File: src/rtl/pc_fetch_unit.sv
// Program counter plus the instruction-fetch req/ack handshake into the instruction register.
// Latency: pc commits on the edge it is written; a fetch takes 2+ cycles, fetch_start to ir loaded.
// Backpressure: imem_req is held until imem_ack arrives or TIMEOUT expires; fetch_start outside IDLE is dropped.
module pc_fetch_unit #(
  parameter int unsigned           ADDR_WIDTH = 16,
  parameter int unsigned           DATA_WIDTH = 32,
  parameter logic [ADDR_WIDTH-1:0] RESET_PC   = '0,
  parameter logic [7:0]            TIMEOUT    = 8'd64
) (
  input  logic                  clk,
  input  logic                  rst,
  input  logic [ADDR_WIDTH-1:0] pc_next,
  input  logic                  pc_write,
  input  logic                  pc_write_cond,
  input  logic                  branch_ne,
  input  logic                  alu_zero,
  input  logic                  fetch_start,
  input  logic                  imem_ack,
  input  logic [DATA_WIDTH-1:0] imem_data,
  output logic [ADDR_WIDTH-1:0] pc,
  output logic                  imem_req,
  output logic [ADDR_WIDTH-1:0] imem_addr,
  output logic [DATA_WIDTH-1:0] ir,
  output logic                  ir_valid,
  output logic                  fetch_busy,
  output logic                  fetch_done,
  output logic                  fetch_err
);

  typedef enum logic [1:0] {
    ST_IDLE = 2'd0,
    ST_REQ  = 2'd1,
    ST_ERR  = 2'd2
  } state_t;

  state_t                state_q, state_d;
  logic [ADDR_WIDTH-1:0] pc_q, pc_d;
  logic [ADDR_WIDTH-1:0] addr_q, addr_d;
  logic                  req_q, req_d;
  logic [DATA_WIDTH-1:0] ir_q, ir_d;
  logic                  ir_valid_q, ir_valid_d;
  logic                  done_q, done_d;
  logic                  err_q, err_d;
  logic [7:0]            cnt_q, cnt_d;
  logic                  pc_en;

  // PC commit: unconditional write, or a branch whose zero-flag sense matches branch_ne.
  always_comb begin
    pc_en = pc_write | (pc_write_cond & (alu_zero ^ branch_ne));
    pc_d  = pc_en ? pc_next : pc_q;
  end

  // Fetch FSM next-state and datapath; the address is captured from the pre-update pc.
  always_comb begin
    state_d    = state_q;
    addr_d     = addr_q;
    req_d      = req_q;
    ir_d       = ir_q;
    ir_valid_d = ir_valid_q;
    done_d     = 1'b0;
    err_d      = err_q;
    cnt_d      = cnt_q;
    case (state_q)
      ST_IDLE: begin
        if (fetch_start) begin
          state_d    = ST_REQ;
          addr_d     = pc_q;
          req_d      = 1'b1;
          cnt_d      = 8'd0;
          ir_valid_d = 1'b0;
        end
      end
      ST_REQ: begin
        // An ack on the expiry cycle still completes the fetch.
        if (imem_ack) begin
          state_d    = ST_IDLE;
          ir_d       = imem_data;
          ir_valid_d = 1'b1;
          done_d     = 1'b1;
          req_d      = 1'b0;
        end else if (cnt_q == TIMEOUT - 8'd1) begin
          state_d = ST_ERR;
          req_d   = 1'b0;
          err_d   = 1'b1;
        end else begin
          cnt_d = cnt_q + 8'd1;
        end
      end
      ST_ERR: begin
        state_d = ST_ERR;
      end
      default: begin
        state_d = ST_IDLE;
        req_d   = 1'b0;
      end
    endcase
  end

  // State registers with synchronous reset taking priority over everything.
  always_ff @(posedge clk) begin
    if (rst) begin
      state_q    <= ST_IDLE;
      pc_q       <= RESET_PC;
      addr_q     <= '0;
      req_q      <= 1'b0;
      ir_q       <= '0;
      ir_valid_q <= 1'b0;
      done_q     <= 1'b0;
      err_q      <= 1'b0;
      cnt_q      <= 8'd0;
    end else begin
      state_q    <= state_d;
      pc_q       <= pc_d;
      addr_q     <= addr_d;
      req_q      <= req_d;
      ir_q       <= ir_d;
      ir_valid_q <= ir_valid_d;
      done_q     <= done_d;
      err_q      <= err_d;
      cnt_q      <= cnt_d;
    end
  end

  assign pc         = pc_q;
  assign imem_req   = req_q;
  assign imem_addr  = addr_q;
  assign ir         = ir_q;
  assign ir_valid   = ir_valid_q;
  assign fetch_busy = (state_q == ST_REQ);
  assign fetch_done = done_q;
  assign fetch_err  = err_q;

endmodule

File: config.mk
export PLATFORM = sky130hd
export DESIGN_NAME = pc_fetch_unit
export DESIGN_NICKNAME = d
export VERILOG_FILES = /design/src/rtl/pc_fetch_unit.sv
export SDC_FILE = /design/constraint.sdc
export NUM_CORES = 1
export LEC_CHECK = 0
export ABC_AREA = 1
export CAP_MARGIN = 20
export CORE_MARGIN = 3
export CORE_UTILIZATION = 30
export DETAILED_ROUTE_END_ITERATION = 8
export PLACE_DENSITY = 0.71
export SLEW_MARGIN = 25
export SYNTH_ARGS = -nofsm -noshare
export SYNTH_HDL_FRONTEND = slang
export SYNTH_SLANG_ARGS = --single-unit
export TNS_END_PERCENT = 1
File: constraint.sdc
create_clock -name clk -period 1.24 [get_ports clk]
set_input_delay 0.186 -clock clk [delete_from_list [all_inputs] [get_ports clk]]
set_output_delay 0.186 -clock clk [all_outputs]
set_load 0.05 [all_outputs]
; ---- After elaboration in Yosys (flattened, before gate mapping)
; Cells that the tools add are included.
[op_classes]
n_addsub = 1
n_eq_ne = 8
mux = 16
bitwise = 6
n_reduce_logical = 10
[ops]
columns = op, count
row1 = two-way mux 8 bit, 3
row2 = case mux 8 bit (2 select lines), 1
row3 = AND reduction 3 bit, 3
row4 = adder 8 x 1 -> 8 bit (second input constant), 1
row5 = == test 8 x 6 -> 1 bit (second input constant), 1
row6 = inequality test 2 bit (second input constant), 4
row7 = two-way mux 1 bit, 6
row8 = two-way mux 2 bit, 3
row9 = case mux 2 bit (3 select lines), 1
row10 = AND reduction 2 bit, 3
row11 = AND reduction 4 bit, 1
row12 = inequality test 3 x 2 -> 1 bit (second input constant), 1
row13 = NOT 1 bit, 3
row14 = case mux 1 bit (3 select lines), 1
row15 = == test 2 x 1 -> 1 bit (second input constant), 1
row16 = == test 2 bit (second input constant), 1
row17 = zero test 2 bit, 1
row18 = case mux 1 bit (2 select lines), 1
row19 = nonzero test 2 bit, 1
row20 = OR reduction 2 bit, 1
row21 = AND 1 bit, 1
row22 = bitwise OR 1 bit, 1
row23 = bitwise XOR 1 bit, 1
[totals]
regBits = 78
word_cells = 50

; ---- Depth between registers and ports, before layout
[depth]
ltp_word = 4
depth_mapped = 10
mapped_depth_nobuf = 9

; ---- Worst setup path after synthesis
; Ideal clock, no wire load.
[synth_timing]
path_kind = register to register
start = register cnt_q[0]
end = register cnt_q[3]
setup_ps = 115
arrival_ps = 1183
required_ps = 1125
setup_slack_ps = -58
stages_incl_launch_ff = 10
n_path_buf = 1
period_less_slack_ps = 1298
cell_sequence = dfxtp_1 -> ha_1 -> nand3_2 -> clkinv_1 -> nand2_2 -> nand2_4 -> nand2_4 -> buf_6 -> a21oi_1 -> nor2_1
[synth_between]
elab_chain_len = 4
[synth_lines]
columns = item, line
row1 = "start, declared", 44  ; logic [7:0] cnt_q, cnt_d;
row2 = "start signal, assigned", 120  ; cnt_q <= cnt_d;
row3 = adder 8 x 1 -> 8 bit, 86  ; cnt_d = cnt_q + 8'd1;
row4 = two-way mux 8 bit, 81  ; end else if (cnt_q == TIMEOUT - 8'd1) begin
row5 = two-way mux 8 bit, 75  ; if (imem_ack) begin
row6 = case mux 8 bit (2 select lines), 63  ; case (state_q)
; Several ways; a longest one is shown, not always the timed one. The select of a mux whose other input is x is not followed.
; A chain may end at the register's enable or synchronous reset.

; ---- Final worst setup path
[layout_timing]
start = register cnt_q[1]
end = register cnt_q[4]
; Same word-level chain as after synthesis.

==> out/results.ini <==
[detailed_routing]
drt_pre_antenna_iters=4
drt_iter0_drc=125
routedWlPerCell_microns=13.4
viasPerCell=4.68
vias=3056
drt_wl_total_microns=8730
drc=0
antenna_left=0

[timing]
fin_hold_ws_ns=0.428
setup_ws_ns=-0.0519
fin_crit_sh_pct=104
fin_setup_tns_ns=-0.0845
maxSlewViolCount=0
fmax_mhz=774
fin_skew_ns=0.00637
hold_violations=0
relSlewSlack_pct=68.4
rsz0062_at_grt=yes
tightest_slew_ns=0.474
fin_crit_ns=1.29
setup_violations=4

[pwr]
p_total_uw=6720
ir_drop_mv=0.586
cellLeakagePower_uw=0.00214
p_per_area_nw_per_um2=1240

[logic_synthesis]
yosysTopAreaCell=dfxtp_1
synthTopCellsByArea=dfxtp_1 53%, nor2_1 9.5%, a21oi_1 6.7%
async_flop_share_pct=0
synth_common_cells=78 x dfxtp_1, 75 x nor2_1, 49 x nand2_1, 40 x a21oi_1, 40 x nand3_1
synth_top_area_share_pct=52.6
syn-num-nets=439
synthFlopType=dfxtp_1
yosysWarnings=0
synth_area_sq_um=2970
yosysMostFrequentCell=dfxtp_1
synth_edf_count=0
ys_seq_area_share_pct=52.6
synth.distinct_cells=28
synth_seq_cells=78
synth_cells=382
synth_area_per_cell_sq_um=7.77

[cts]
cts.sinks=78
clock-root-buffer=clkbuf_8
path_clk_slew_ns=0.08
htree_levels=3
cts_tree=built
clockBufferDepth=2
clock_latency_ns=0.34
cts_buffers=9

[layout]
drive_gt1_share_pct=25.6
antenna_cells=0
fin_util_pct=57.6
area_growth_pct=82.7
nFillCells=805
final_nets=576

[placed_design]
hpwlAfterDp_microns=6460
gp_congestion=0.839
portBuffers=124
place_ws_ns=-0.310

[global_routing]
grt_pass1_vias=3023
gr-total-overflow=0
antenna_found_initial=0
grt_max_degree=33
grt_pass1_wl_microns=14300
grt_usage_pct=15.9

[setup_path]
crit_type=reg2reg
start_kind=flip-flop
r2r_slack_ns=-0.05
r2r_start=cnt_q[1]$_SDFFE_PP0P_
required_ns=1.52
arrival_ns=1.57
critPathMaxStageDelay_ns=0.36
cp_max_fo=3
regToRegEndpoint=cnt_q[4]$_SDFFE_PP0P_
slowest_stage=dfxtp_2
reg2regPathDepth=7
cp-end-kind=flip-flop
critPathLaunch=cnt_q[1]$_SDFFE_PP0P_
crit_end=cnt_q[4]$_SDFFE_PP0P_
worstPathCellList=ha_4 > nand3_4 > buf_4 > xor2_1 > nor2_1 > nand2_1 > a21oi_2

[floorplanning]
initial_utilization_pct=31.5
dieArea_sq_um=11100
num_rows=35
core_area_sq_um=9420
die_h_microns=105
ioPinCount=125
die_w_microns=105

[outcome]
status=complete, but fails checks
violations=setup timing

[run]
drv_cap=0

[hold_path]
hold_path_class=in2reg

## state kept, by name, summed over array words and instances, names as in the netlist
register	cells
imem_addr	16
ir_valid	1
cnt_q	8
pc	16
fetch_done	1
imem_req	1
ir	32
state_q	2
fetch_err	1
## worst min-delay path by stage
stage                                startpoint                     to  slack, ns  depth (start not counted)
final                             imem_data[24]    ir[24]$_SDFFE_PP0P_       0.43                          3
after global routing              imem_data[10]    ir[10]$_SDFFE_PP0P_       0.43                          3
after CTS                            pc_next[2]     pc[2]$_SDFFE_PP0P_       0.41                          3
after detailed placement    ir[13]$_SDFFE_PP0P_    ir[13]$_SDFFE_PP0P_       0.49                          2
after global placement    cnt_q[6]$_SDFFE_PP0P_  cnt_q[6]$_SDFFE_PP0P_       0.47                          2
after floorplan                             rst  fetch_done$_SDFF_PP0_       0.27                          1
## timing repair
| action | 4_1_cts | 5_1_grt |
|---|---|---|
| setup endpoints to repair | 7 | 70 |
| hold buffers | 0 | 0 |
| resized for setup | 8 | 5 |
| pin swaps | 2 | 1 |
| buffers inserted | 3 | 0 |
## power breakdown
| group | internal (uW) | switching, uW | total [uW] |
|---|---|---|---|
| Combinational | 959 | 1030 | 1990 |
| Clock | 985 | 885 | 1870 |
| Sequential | 2680 | 185 | 2860 |
| Total | 4620 | 2100 | 6720 |
## stage by stage
stage               cells  area (sq um)
floorplan             382          2980
global placement      634          5150
detailed placement    634          5150
CTS                   653          5400
global route          653          5420
finish                653          5420
## cells in the final DEF, fill, tap and decap left out, types with 2 or more instances in the layout
master | synthesis | final
xor2_1 | 2 | 2
dfxtp_1 | 78 | 74
nand2_2 | 5 | 3
clkinv_2 | 0 | 2
clkinvlp_4 | 0 | 2
nor2_2 | 1 | 2
nand3_1 | 40 | 40
inv_2 | 2 | 2
a21oi_1 | 40 | 39
buf_12 | 0 | 71
clkdlybuf4s50_1 | 0 | 55
buf_4 | 5 | 24
dfxtp_2 | 0 | 4
inv_1 | 14 | 13
nand4_1 | 2 | 2
o21ai_1 | 2 | 3
clkbuf_8 | 0 | 10
o21ai_0 | 36 | 35
nand2_1 | 49 | 49
nor2_1 | 75 | 74
nand2_4 | 2 | 3
## layer usage
layer | GRT usage (%) | routed length, microns
met3 | 6.61 | 734
met1 | 16.8 | 3400
met2 | 28.5 | 4400
met5 | 0 | 0
met4 | 5.06 | 197
## kinds of logic after synthesis
logic type / Yosys count / share of synthesized area (%)
buffers and inverters: 42 / 6.45
flip-flops: 78 / 52.6
AO/OA/AOI/OAI: 81 / 14.0
XOR/XNOR: 2 / 0.590
AND/OR/NAND/NOR: 178 / 26.0
adder cells (fa/ha/maj): 1 / 0.422
## critical path, delay by kind of cell (launching register included)
kind | cells | cell delay, ns
DFF | 1 | 0.36
and+or+nand+nor | 3 | 0.31
adders and majority gates | 1 | 0.16
buffers and inverters | 1 | 0.14
xor gates and xnor gates | 1 | 0.14
AOI/OAI and AO/OA | 1 | 0.12
## area by class of cell
cell class	count	area [sq um]	area share, %
Clock buffer	11	141	2.61
Clock inverter	5	58.8	1.08
Inverter	17	67.6	1.25
Multi-Input combinational cell	262	1260	23.2
Sequential cell	78	1570	28.9
Tap cell	129	161	2.98
Timing Repair Buffer	151	2170	40.0
Note: power is estimated with default switching activity, not from simulation.
